<file path="config.mk">
export PLATFORM = sky130hd
export DESIGN_NAME = hazard_ctrl
export DESIGN_NICKNAME = d
export VERILOG_FILES = /design/src/rtl/hazard_ctrl.sv
export SDC_FILE = /design/constraint.sdc
export NUM_CORES = 1
export LEC_CHECK = 0
export ABC_CLOCK_PERIOD_IN_PS = 1800
export CAP_MARGIN = 0
export CELL_PAD_IN_SITES_DETAIL_PLACEMENT = 1
export CELL_PAD_IN_SITES_GLOBAL_PLACEMENT = 1
export CORE_UTILIZATION = 30
export DETAILED_ROUTE_END_ITERATION = 10
export GPL_ROUTABILITY_DRIVEN = 0
export GPL_TIMING_DRIVEN = 0
export PLACE_DENSITY = 0.84
export SYNTH_ARGS = -nofsm -noshare
export SYNTH_HDL_FRONTEND = slang
export SYNTH_SLANG_ARGS = --single-unit
</file>
<file path="constraint.sdc">
create_clock -name clk -period 1.8 [get_ports clk]
set_input_delay 0.18 -clock clk [delete_from_list [all_inputs] [get_ports clk]]
set_output_delay 0.18 -clock clk [all_outputs]
set_load 0.1 [all_outputs]
</file>
<file path="src/rtl/hazard_ctrl.sv">
// Hazard unit for the 5-stage RV32I pipeline: forwarding, load-use stall, branch flush,
// multi-cycle MUL/DIV hold, and saturating stall/flush event counters.
module hazard_ctrl #(
  parameter int MD_LAT = 4,
  parameter int CNT_W  = 16
) (
  input  logic             clk,
  input  logic             reset_n,
  input  logic [4:0]       Rs1D,
  input  logic [4:0]       Rs2D,
  input  logic [4:0]       Rs1E,
  input  logic [4:0]       Rs2E,
  input  logic [4:0]       RdE,
  input  logic [4:0]       RdM,
  input  logic [4:0]       RdW,
  input  logic             RegWriteM,
  input  logic             RegWriteW,
  input  logic [1:0]       ResultSrcE,
  input  logic             PCSrcE,
  input  logic             MdStartE,
  output logic [1:0]       ForwardAE,
  output logic [1:0]       ForwardBE,
  output logic             StallF,
  output logic             StallD,
  output logic             StallE,
  output logic             FlushD,
  output logic             FlushE,
  output logic             FlushM,
  output logic             MdDone,
  output logic [CNT_W-1:0] StallCnt,
  output logic [CNT_W-1:0] FlushCnt
);

  localparam int MC_W = 4;

  typedef enum logic {IDLE = 1'b0, BUSY = 1'b1} state_t;

  state_t          r_state;
  state_t          w_state_next;
  logic [MC_W-1:0] r_mdcnt;
  logic [MC_W-1:0] w_mdcnt_next;
  logic            w_md_hold;
  logic            w_lw_stall;

  always_ff @(posedge clk or negedge reset_n) begin
    if (!reset_n) begin
      r_state <= IDLE;
      r_mdcnt <= '0;
    end else begin
      r_state <= w_state_next;
      r_mdcnt <= w_mdcnt_next;
    end
  end

  // MdStartE is ignored in BUSY: the same op is still sitting in Execute.
  always_comb begin
    w_state_next = r_state;
    w_mdcnt_next = r_mdcnt;
    case (r_state)
      IDLE: begin
        if (MdStartE) begin
          w_state_next = BUSY;
          w_mdcnt_next = MC_W'(MD_LAT - 2);
        end
      end
      BUSY: begin
        if (r_mdcnt != '0) begin
          w_mdcnt_next = r_mdcnt - 1'b1;
        end else begin
          w_state_next = IDLE;
        end
      end
      default: begin
        w_state_next = IDLE;
        w_mdcnt_next = '0;
      end
    endcase
  end

  always_comb begin
    ForwardAE = 2'b00;
    if (RegWriteM && (RdM != 5'd0) && (RdM == Rs1E))      ForwardAE = 2'b10;
    else if (RegWriteW && (RdW != 5'd0) && (RdW == Rs1E)) ForwardAE = 2'b01;

    ForwardBE = 2'b00;
    if (RegWriteM && (RdM != 5'd0) && (RdM == Rs2E))      ForwardBE = 2'b10;
    else if (RegWriteW && (RdW != 5'd0) && (RdW == Rs2E)) ForwardBE = 2'b01;

    w_md_hold  = ((r_state == IDLE) && MdStartE) || ((r_state == BUSY) && (r_mdcnt != '0));
    // A taken branch squashes the wrong-path load-use, so no stall is needed.
    w_lw_stall = (ResultSrcE == 2'b01) && (RdE != 5'd0) && ((RdE == Rs1D) || (RdE == Rs2D)) &&
                 (r_state == IDLE) && !PCSrcE;

    StallF = w_lw_stall || w_md_hold;
    StallD = w_lw_stall || w_md_hold;
    StallE = w_md_hold;
    FlushM = w_md_hold;
    FlushD = PCSrcE;
    FlushE = (PCSrcE || w_lw_stall) && !w_md_hold;
    MdDone = (r_state == BUSY) && (r_mdcnt == '0);
  end

  always_ff @(posedge clk or negedge reset_n) begin
    if (!reset_n) begin
      StallCnt <= '0;
      FlushCnt <= '0;
    end else begin
      if (StallF && (StallCnt != {CNT_W{1'b1}})) StallCnt <= StallCnt + 1'b1;
      if (FlushD && (FlushCnt != {CNT_W{1'b1}})) FlushCnt <= FlushCnt + 1'b1;
    end
  end

endmodule
</file>
==> metrics <==
routing usage on met1 0.219; Slew @ Worst Pin 1.00 ns; worst-path fanout max 3; diode count 0; setup ws final -0.342 ns; Routed WL 6690 um; IO Port Bufs 85; initial antenna violation count 0; first-pass GRT wire length 10900 um; Wirelength per Cell 15.7 um; reg-to-reg startpoint r_mdcnt[1]; fmax 467 MHz; Overall Global Routing Usage 0.181; die footprint 7920 um2; DRC 0; synthesized area per cell 10.5 um2; CTS tree built; Chip Width 89.0 um; nets@finish 372; Synth Flop Type dfrtp_1; cells along the critical path inv_2, ha_4, nand2_4, or3_4, o21ai_4, o31ai_4, buf_12, buf_12, buf_12; vias in the first global route 2169; htree depth 2; Post-Syn Area 2270 um2; Pwr Total 5.48 mW; clk sinks 37; CTS max path bufs 2; Core ar. 7290 um2; routed vias 2025; fillers 816; Tightest Hold Check Type in -> async; post-synthesis sequential element count 37; crit path DAT 1.96 ns; Placed Cells 401; share of flip-flops with an asynchronous set or reset 1.00; GR Overflow Total 0; row count 31; # IOs 86; Slew HR 0.335; peak supply drop 1270 uV; number of flops mapped to enable cells by yosys 0; Vias per Instance 4.75; CTS buffer count 5; Worst Setup Start Kind register; TritonRoute pass-1 iters 4; Max Slew Vio Count 0; largest net degree at the start of global routing 38; CTS root buf clkbuf_8; Finish-stage setup viols 20; slowest cell on the critical path dfrtp_1; Multi-input gate area 1530 um2; initial core utilization 0.311; Net Count, Synth 263; Clock transition at path regs 0.07 ns; Leak 1.62 nW; flop-to-flop setup slack -0.17 ns; design area 3800 um2; post-route minimum period 2.14 ns; Final period util 1.19; die height 89.0 um; layout cells sized above 1 0.456; Sequential Area 1020 um2; Cells after Synth 217; GR Util met3 0.0388; Worst R2R End StallCnt[6]; power density over the cells 1440 nW/um2; Skew-Pair Late Insertion Delay 0.29 ns; status finished, violations left; required time of the critical path 1.62 ns; skew final 0.00922 ns; yosys synthesis warning count 0; violated checks negative hold slack, negative setup slack; worst hold slack -0.00944 ns; kind of critical path reg -> out; crit end category output port; Util after Layout 0.522; RSZ-0062 raised after global routing true; post-route ant nets 0; Hold Violations, Final 18; met2 usage 0.332; Post-DP HPWL 4940 um; Distinct cells, synth 41; Finished Layout Cells 426; CP dominant cell by count buf_12; Initial DRC Count 43; register area share after synthesis 0.408; area delta synth->final 67.5%; dpl cell area 3510 um2; Max-Cap Viols 0; max incr delay on CP 0.40 ns; Reg2Reg Depth 11; GR peak layer met2
## cells by family after synthesis
family | after synthesis | share of synthesized area
AND/OR/NAND/NOR | 91 | 0.253
XOR/XNOR | 60 | 0.235
flip-flops | 37 | 0.408
AO/OA/AOI/OAI | 13 | 0.0479
buffers and inverters | 10 | 0.0253
multiplexers | 3 | 0.0143
adder cells (fa/ha/maj) | 3 | 0.0165
## routing by layer
metal / part of all wire / up-vias
li1: - / 972
met1: 0.42 / 1005
met2: 0.54 / 44
met3: 0.037 / 4
met4: 0.0072 / 0
met5: 0 / -
## sequential cells by signal (all words and copies together), names as in the netlist
| register | count |
|---|---|
| r_mdcnt | 4 |
| r_state | 1 |
| StallCnt | 16 |
| FlushCnt | 16 |
## worst max path at each step
stage                     slack, ns       start  endpoint
after floorplan               -0.57  r_mdcnt[0]    FlushE
after global placement        -1.45      RdE[0]    StallF
after detailed placement      -1.49      RdE[0]    StallF
after CTS                     -0.37  r_mdcnt[0]    StallE
after global routing          -0.42  r_mdcnt[1]    StallF
final                         -0.34  r_mdcnt[1]    StallF
## critical path: cells and delay by family (launching register included)
family,cells,cell delay (ns)
adders and majority gates,1,0.15
and+or+nand+nor,2,0.39
DFF,1,0.40
AOI/OAI and AO/OA,2,0.23
buffers and inverters,4,0.50
## Yosys cell counts (all sizes together) (2+ instances only)
cell type | n | share of area
nor2 | 16 | 0.030
and2 | 2 | 0.0055
xnor2 | 27 | 0.11
nand3 | 13 | 0.035
or3 | 2 | 0.0055
nand4 | 12 | 0.045
o21ai | 5 | 0.013
a21oi | 2 | 0.0044
xor2 | 33 | 0.13
or4 | 5 | 0.017
mux2 | 2 | 0.0099
nand2 | 20 | 0.034
nor3 | 3 | 0.011
ha | 3 | 0.017
and3 | 5 | 0.014
dfrtp | 37 | 0.41
and4 | 2 | 0.0077
nor3b | 4 | 0.022
inv | 5 | 0.0083
buf | 5 | 0.017
nor4 | 5 | 0.014
## area by class of cell
type                       instances  share of cell area
multi-input combinational        170               0.403
tap                               99              0.0326
timing repair buffer             102               0.248
clock buffer                       7              0.0253
inverter                           5             0.00559
clock inverter                     1             0.00132
buffer                             5              0.0158
sequential                        37               0.269
## metrics by stage
stage / setup slack (ns) / TNS [ns]
floorplan: -0.572 / -2.37
global placement: -1.45 / -37.45
detailed placement: -1.49 / -18.54
CTS: -0.372 / -3.19
global route: -0.424 / -4.57
finish: -0.342 / -2.91
## layout by cell type, fill, tap and decap left out, types with 3 or more instances in the layout
cell type | netlist | layout
xnor2_2 | 1 | 7
nand3_2 | 3 | 3
buf_12 | 0 | 4
nor4_4 | 0 | 4
or4_4 | 0 | 5
dfrtp_1 | 37 | 5
clkbuf_2 | 0 | 13
clkdlybuf4s50_1 | 0 | 20
nor3b_2 | 4 | 4
buf_8 | 0 | 3
buf_4 | 3 | 19
nor2_1 | 15 | 14
dfrtp_2 | 0 | 9
nand3_1 | 10 | 9
buf_6 | 1 | 11
nand2_1 | 19 | 15
xor2_1 | 33 | 33
nand2_2 | 1 | 3
dlygate4sd2_1 | 0 | 12
clkdlybuf4s15_1 | 0 | 16
xnor2_1 | 26 | 20
buf_2 | 1 | 4
dfrtp_4 | 0 | 23
inv_2 | 0 | 3
dlymetal6s2s_1 | 0 | 3
nand4_1 | 9 | 9
nand4_4 | 1 | 3
clkbuf_8 | 0 | 7
nor3_2 | 2 | 3
and3_1 | 5 | 5
## report_power, final
part | leakage, nW | internal, mW | switching [mW]
sequential | 0.427 | 1.12 | 0.273
clock | 0.0542 | 0.346 | 0.296
combinational | 1.14 | 1.11 | 2.33
## timing repair
| action | 4_1_cts | 5_1_grt |
|---|---|---|
| setup buffers | 15 | 3 |
| pin swaps | 19 | 13 |
| hold buffers | 0 | 0 |
| hold endpoints to repair | 0 | 0 |
| endpoints found under the setup margin | 58 | 45 |
| resized for setup | 175 | 62 |
Power figures use the tool's default switching activity.
